**src/rtl/rv_pkg.sv**
```systemverilog
// Shared constants and types for the instruction fetch stage.
package rv_pkg;

  localparam logic [31:0] NOP              = 32'h0000_0013;
  localparam logic [31:0] DEFAULT_RESET_PC = 32'h0000_0000;

  typedef enum logic [1:0] {
    IDLE = 2'd0,
    REQ  = 2'd1,
    DROP = 2'd2
  } fetch_state_e;

endpackage

```
**src/rtl/fetch_fifo.sv**
```systemverilog
// Prefetch queue of {pc, instr} pairs. Flush wins over push and pop.
// DEPTH must be a power of two so the pointers wrap on their own.
module fetch_fifo
  import rv_pkg::*;
#(
  parameter int DEPTH = 2,
  localparam int AW = $clog2(DEPTH),
  localparam int CW = AW + 1
) (
  input  logic          clk,
  input  logic          rst,
  input  logic          push_i,
  input  logic          pop_i,
  input  logic          flush_i,
  input  logic [63:0]   push_data_i,
  output logic [63:0]   head_data_o,
  output logic [CW-1:0] count_o,
  output logic          empty_o,
  output logic          full_o
);

  localparam logic [CW-1:0] FULL_COUNT = DEPTH[CW-1:0];

  logic [63:0]   mem_q [DEPTH];
  logic [AW-1:0] wr_ptr_q, rd_ptr_q;
  logic [CW-1:0] count_q;
  logic          do_push, do_pop;

  assign empty_o     = (count_q == '0);
  assign full_o      = (count_q == FULL_COUNT);
  assign count_o     = count_q;
  assign head_data_o = mem_q[rd_ptr_q];
  assign do_push     = push_i && !full_o && !flush_i;
  assign do_pop      = pop_i && !empty_o && !flush_i;

  // Entry storage; no reset needed since count gates visibility.
  always_ff @(posedge clk) begin
    if (do_push) mem_q[wr_ptr_q] <= push_data_i;
  end

  // Pointer and occupancy bookkeeping.
  always_ff @(posedge clk) begin
    if (rst || flush_i) begin
      wr_ptr_q <= '0;
      rd_ptr_q <= '0;
      count_q  <= '0;
    end else begin
      if (do_push) wr_ptr_q <= wr_ptr_q + 1'b1;
      if (do_pop)  rd_ptr_q <= rd_ptr_q + 1'b1;
      case ({do_push, do_pop})
        2'b10:   count_q <= count_q + 1'b1;
        2'b01:   count_q <= count_q - 1'b1;
        default: count_q <= count_q;
      endcase
    end
  end

endmodule

```
**src/rtl/fetch_unit.sv**
```systemverilog
// Instruction fetch: owns the PC, issues one word read at a time and
// hands buffered {pc, instr} pairs to decode. Redirects flush and refetch.
//
// state | meaning
// IDLE  | no request outstanding; issue one when the queue has room
// REQ   | request outstanding; ack data is pushed into the queue
// DROP  | request outstanding after a redirect; ack data is discarded
module fetch_unit
  import rv_pkg::*;
#(
  parameter logic [31:0] RESET_PC   = DEFAULT_RESET_PC,
  parameter int          FIFO_DEPTH = 2
) (
  input  logic        clk,
  input  logic        rst,
  output logic        imem_req,
  output logic [31:0] imem_addr,
  input  logic        imem_ack,
  input  logic [31:0] imem_rdata,
  input  logic        id_ready,
  output logic        instr_valid,
  output logic [31:0] instruction,
  output logic [31:0] pc_out,
  input  logic        redirect,
  input  logic [31:0] redirect_pc
);

  localparam int CW = $clog2(FIFO_DEPTH) + 1;

  fetch_state_e  state_q, state_d;
  logic [31:0]   fetch_pc_q, fetch_pc_d;
  logic [31:0]   pending_pc_q, pending_pc_d;
  logic [31:0]   redir_pc;
  logic          push, pop;
  logic [63:0]   head_data;
  logic [CW-1:0] fifo_count;
  logic          fifo_empty, fifo_full;

  assign redir_pc = {redirect_pc[31:2], 2'b00};

  // The outstanding address is fetch_pc_q itself; it only moves once the
  // request has been acked, so it stays stable through REQ and DROP.
  assign imem_req  = (state_q != IDLE);
  assign imem_addr = fetch_pc_q;

  // An entry shown during a redirect cycle is flushed, not consumed.
  assign pop         = !fifo_empty && id_ready && !redirect;
  assign instr_valid = (fifo_count != '0);
  assign instruction = fifo_empty ? NOP   : head_data[31:0];
  assign pc_out      = fifo_empty ? '0    : head_data[63:32];

  fetch_fifo #(.DEPTH(FIFO_DEPTH)) u_fifo (
    .clk         (clk),
    .rst         (rst),
    .push_i      (push),
    .pop_i       (pop),
    .flush_i     (redirect),
    .push_data_i ({fetch_pc_q, imem_rdata}),
    .head_data_o (head_data),
    .count_o     (fifo_count),
    .empty_o     (fifo_empty),
    .full_o      (fifo_full)
  );

  // State, fetch PC and parked redirect target.
  always_ff @(posedge clk) begin
    if (rst) begin
      state_q      <= IDLE;
      fetch_pc_q   <= RESET_PC;
      pending_pc_q <= '0;
    end else begin
      state_q      <= state_d;
      fetch_pc_q   <= fetch_pc_d;
      pending_pc_q <= pending_pc_d;
    end
  end

  // Next-state, PC update and push decision.
  always_comb begin
    state_d      = state_q;
    fetch_pc_d   = fetch_pc_q;
    pending_pc_d = pending_pc_q;
    push         = 1'b0;
    case (state_q)
      IDLE: begin
        if (redirect)        fetch_pc_d = redir_pc;
        else if (!fifo_full) state_d    = REQ;
      end
      REQ: begin
        if (redirect) begin
          if (imem_ack) begin
            fetch_pc_d = redir_pc;
            state_d    = IDLE;
          end else begin
            pending_pc_d = redir_pc;
            state_d      = DROP;
          end
        end else if (imem_ack) begin
          push       = 1'b1;
          fetch_pc_d = fetch_pc_q + 32'd4;
          state_d    = IDLE;
        end
      end
      DROP: begin
        // A redirect landing with the ack is the newest target.
        if (imem_ack) begin
          fetch_pc_d = redirect ? redir_pc : pending_pc_q;
          state_d    = IDLE;
        end else if (redirect) begin
          pending_pc_d = redir_pc;
        end
      end
      default: state_d = IDLE;
    endcase
  end

endmodule
```
**config.mk**
```make
export PLATFORM = sky130hd
export DESIGN_NAME = fetch_unit
export DESIGN_NICKNAME = d
export VERILOG_FILES = /design/src/rtl/rv_pkg.sv /design/src/rtl/fetch_fifo.sv /design/src/rtl/fetch_unit.sv
export SDC_FILE = /design/constraint.sdc
export NUM_CORES = 1
export LEC_CHECK = 0
export BUFFER_PORTS_ARGS = -buffer_cell sky130_fd_sc_hd__buf_2
export CORE_MARGIN = 2
export CORE_UTILIZATION = 50
export CTS_CLUSTER_SIZE = 28
export DETAILED_ROUTE_END_ITERATION = 8
export PLACE_DENSITY = 0.79
export REMOVE_ABC_BUFFERS = 1
export SLEW_MARGIN = 40
export SYNTH_ARGS = -nofsm -noshare
export SYNTH_HDL_FRONTEND = slang
export SYNTH_SLANG_ARGS = --single-unit
```
**constraint.sdc**
```tcl
create_clock -name clk -period 7.1 [get_ports clk]
set_input_delay 0.355 -clock clk [delete_from_list [all_inputs] [get_ports clk]]
set_output_delay 0.355 -clock clk [all_outputs]
set_load 0.05 [all_outputs]
```
==> flow_summary.yaml <==
synth:
  synth-seq-cells: 199
  synthTopCellsByCount: "128 x edfxtp_1, 103 x nor2_1, 100 x nand2_1"
  synth_most_common_cell: "edfxtp_1"
  netlist_instances: 842
  synth_top_flop_cell: "edfxtp_1"
  syn_area_um2: 9110
  synth_edf_count: 128
  synth_top_area_frac: 0.422
  synthArstFlopShare: 0
  yosysSeqAreaShare: 0.578
  ys_types: 59
  synth_top_cell_by_area: "edfxtp_1"
  yosys-top-cells-area: "edfxtp_1 42%, dfxtp_1 16%, mux2i_1 7.0%"
  yosysWarnings: 0
  avgSynthCellArea_um2: 10.8
placement:
  finalWeightedCongestion: 0.893
  dp_hpwl_um: 14000
  placed_area_um2: 10100
  portBuffers: 164
finish:
  nNetsFinal: 1053
  stdcell_area_um2: 10700
  area.growth.synth_to_final_pct: 17.7
  drive_gt1_frac: 0.238
setup_path:
  startpoint_type: "flop"
  critPathKind: "reg -> reg"
  worst-path-max-fanout: 46
  r2r_slack_ns: 3.65
  critPathArrivalTime_ns: 3.51
  cp_cell_sequence: "inv_1 > ha_1 > nor2b_4 > nand3_1 > nor2_4 > buf_4"
  worst_setup_path_end_kind: "flop"
  crit_buf_inv: 2
  crit_family: "simple AND/OR/NAND/NOR gates"
  critPathSlowestCell: "buf_4"
  cp_slowest_stage_delay_ns: 0.64
  worstReg2RegEnd: "u_fifo.mem_q[1][59]$_DFFE_PP_"
  crit_start: "state_q[1]$_SDFFE_PP0P_"
  ff2ff_path_depth: 6
  critPathRequiredTime_ns: 7.16
  rr_startpoint: "state_q[1]$_SDFFE_PP0P_"
power:
  ir_drop_uv: 166
  power_w: 0.00260
  p_leak_nw: 3.86
  power.density_nw_per_um2: 243
cts:
  numCtsBuffers: 17
  cts_root_buf: "clkbuf_16"
  clkSinkCount: 199
  postCtsSetupRepairBufs: 0
  cts_resized: 0
  clock_latency_ns: 0.43
  tritoncts: "built"
  cts.path.max_buffers: 2
  ctsHtreeMaxLevel: 4
  path_clk_slew_ns: 0.07
  cts_hold_buf: 0
grt:
  grt_max_degree: 80
  grt-ovfl-total: 0
  grt_pass1_wl_um: 35400
  grt.busiest_layer: "met2"
  antenna_found_initial: 1
  met3_usage: 0.0494
  grt_pass1_vias: 6786
  grt_use_met2: 0.381
  use_met1: 0.300
  grt_usage: 0.229
sta:
  setup-tns-final_ns: 0
  hold_violations: 0
  post-route-period-util: 0.485
  max_freq_ghz: 0.290
  whs_ns: 0.114
  finalSetupViolCount: 0
  post-route-min-period_ns: 3.45
  drv_slew: 0
  finalClockSkew_ns: 0.00669
  tightest_slew_ns: 0.757
  rsz0062_at_grt: "false"
  slew_headroom: 0.491
status:
  status: "finished clean"
hold_path:
  hold_depth: 1
  min_to: "u_fifo.mem_q[1][25]$_DFFE_PP_"
  holdCritPathClass: "in -> reg"
  worstHoldStart: "imem_rdata[25]"
detailed_routing:
  viasPerCell: 5.81
  drt_drc_violations_left: 0
  post_drt_wl_per_cell_um: 18.0
  firstDrtPassIters: 5
  wl_um: 22000
  antenna_left: 0
  drt_iter0_drc: 684
  vias: 7096
floorplanning:
  die_w_um: 139
  coreArea_um2: 17900
  die_y_um: 139
  io_pins: 167
  initial_core_util: 0.509
  die-area_um2: 19300
  num_rows: 49
flow_run:
  maxCapViolCount: 0
==> flip-flops by register name, indices dropped and copies added (netlist names), named ones only <==
name,cells
u_fifo.count_o,2
u_fifo.wr_ptr_q,1
state_q,2
u_fifo.mem_q,128
u_fifo.rd_ptr_q,1
imem_addr,32
pending_pc_q,32
==> final cells by class <==
class                   instances  area, um^2
diodes                          1        2.50
clock buffers                  19         433
clock inverters                13         144
fillers                      1490        7180
inverters                      13        48.8
multi-input cells             569        3590
flip-flops and latches        199        5270
well taps                     229         287
repair buffers                178         950
==> worst max-delay path by stage <==
stage	endpoint	slack, ns	depth (start not counted)
finish	u_fifo.mem_q[1][59]$_DFFE_PP_	3.65	6
global route	u_fifo.mem_q[1][14]$_DFFE_PP_	3.40	6
CTS	u_fifo.mem_q[1][63]$_DFFE_PP_	3.62	6
detailed placement	u_fifo.mem_q[1][63]$_DFFE_PP_	3.62	6
global placement	u_fifo.mem_q[0][32]$_DFFE_PP_	3.14	6
floorplan	u_fifo.mem_q[0][0]$_DFFE_PP_	2.17	5
==> logic make-up after synthesis <==
| kind of cell | after synthesis | share of synthesized area |
|---|---|---|
| AO/OA/AOI/OAI | 172 | 0.128 |
| XOR/XNOR | 20 | 0.0192 |
| adder cells (fa/ha/maj) | 6 | 0.00824 |
| buffers and inverters | 74 | 0.0324 |
| flip-flops | 199 | 0.578 |
| multiplexers | 74 | 0.0827 |
| AND/OR/NAND/NOR | 297 | 0.151 |
==> where the power goes <==
part | internal (W) | switching [W]
sequential | 0.00127 | 0.0000546
combinational | 0.000101 | 0.000223
clock | 0.000524 | 0.000426
total | 0.00190 | 0.000704
==> through the flow <==
| step | setup WS, ns | cells | util |
|---|---|---|---|
| floorplan | 2.17 | 781 | - |
| global placement | 3.14 | 1187 | 0.564 |
| detailed placement | 3.62 | 1188 | 0.566 |
| CTS | 3.62 | 1220 | 0.598 |
| global route | 3.40 | 1221 | 0.599 |
| finish | 3.65 | 1221 | 0.599 |
==> per-layer routing <==
layer,share of wire,vias to the layer above
met5,0,-
met4,0.020,0
met3,0.066,34
met2,0.48,300
met1,0.43,3402
li1,-,3360
==> layout by cell type (no fill, tap or decap), types with 5 or more instances in the layout <==
cell,instances
a21oi_1,50
a221o_1,7
a221oi_1,16
a22o_1,19
a31oi_1,7
and3_1,5
buf_2,164
buf_4,12
clkbuf_16,17
dfxtp_1,70
edfxtp_1,128
ha_1,6
inv_1,13
mux2_2,10
mux2i_1,64
nand2_1,99
nand2b_1,8
nand3_1,12
nand4_1,13
nor2_1,100
nor3_1,15
nor4_1,7
o21ai_0,34
o32ai_1,7
xnor2_1,8
xor2_1,12
Note: power is estimated with default switching activity, not from simulation.
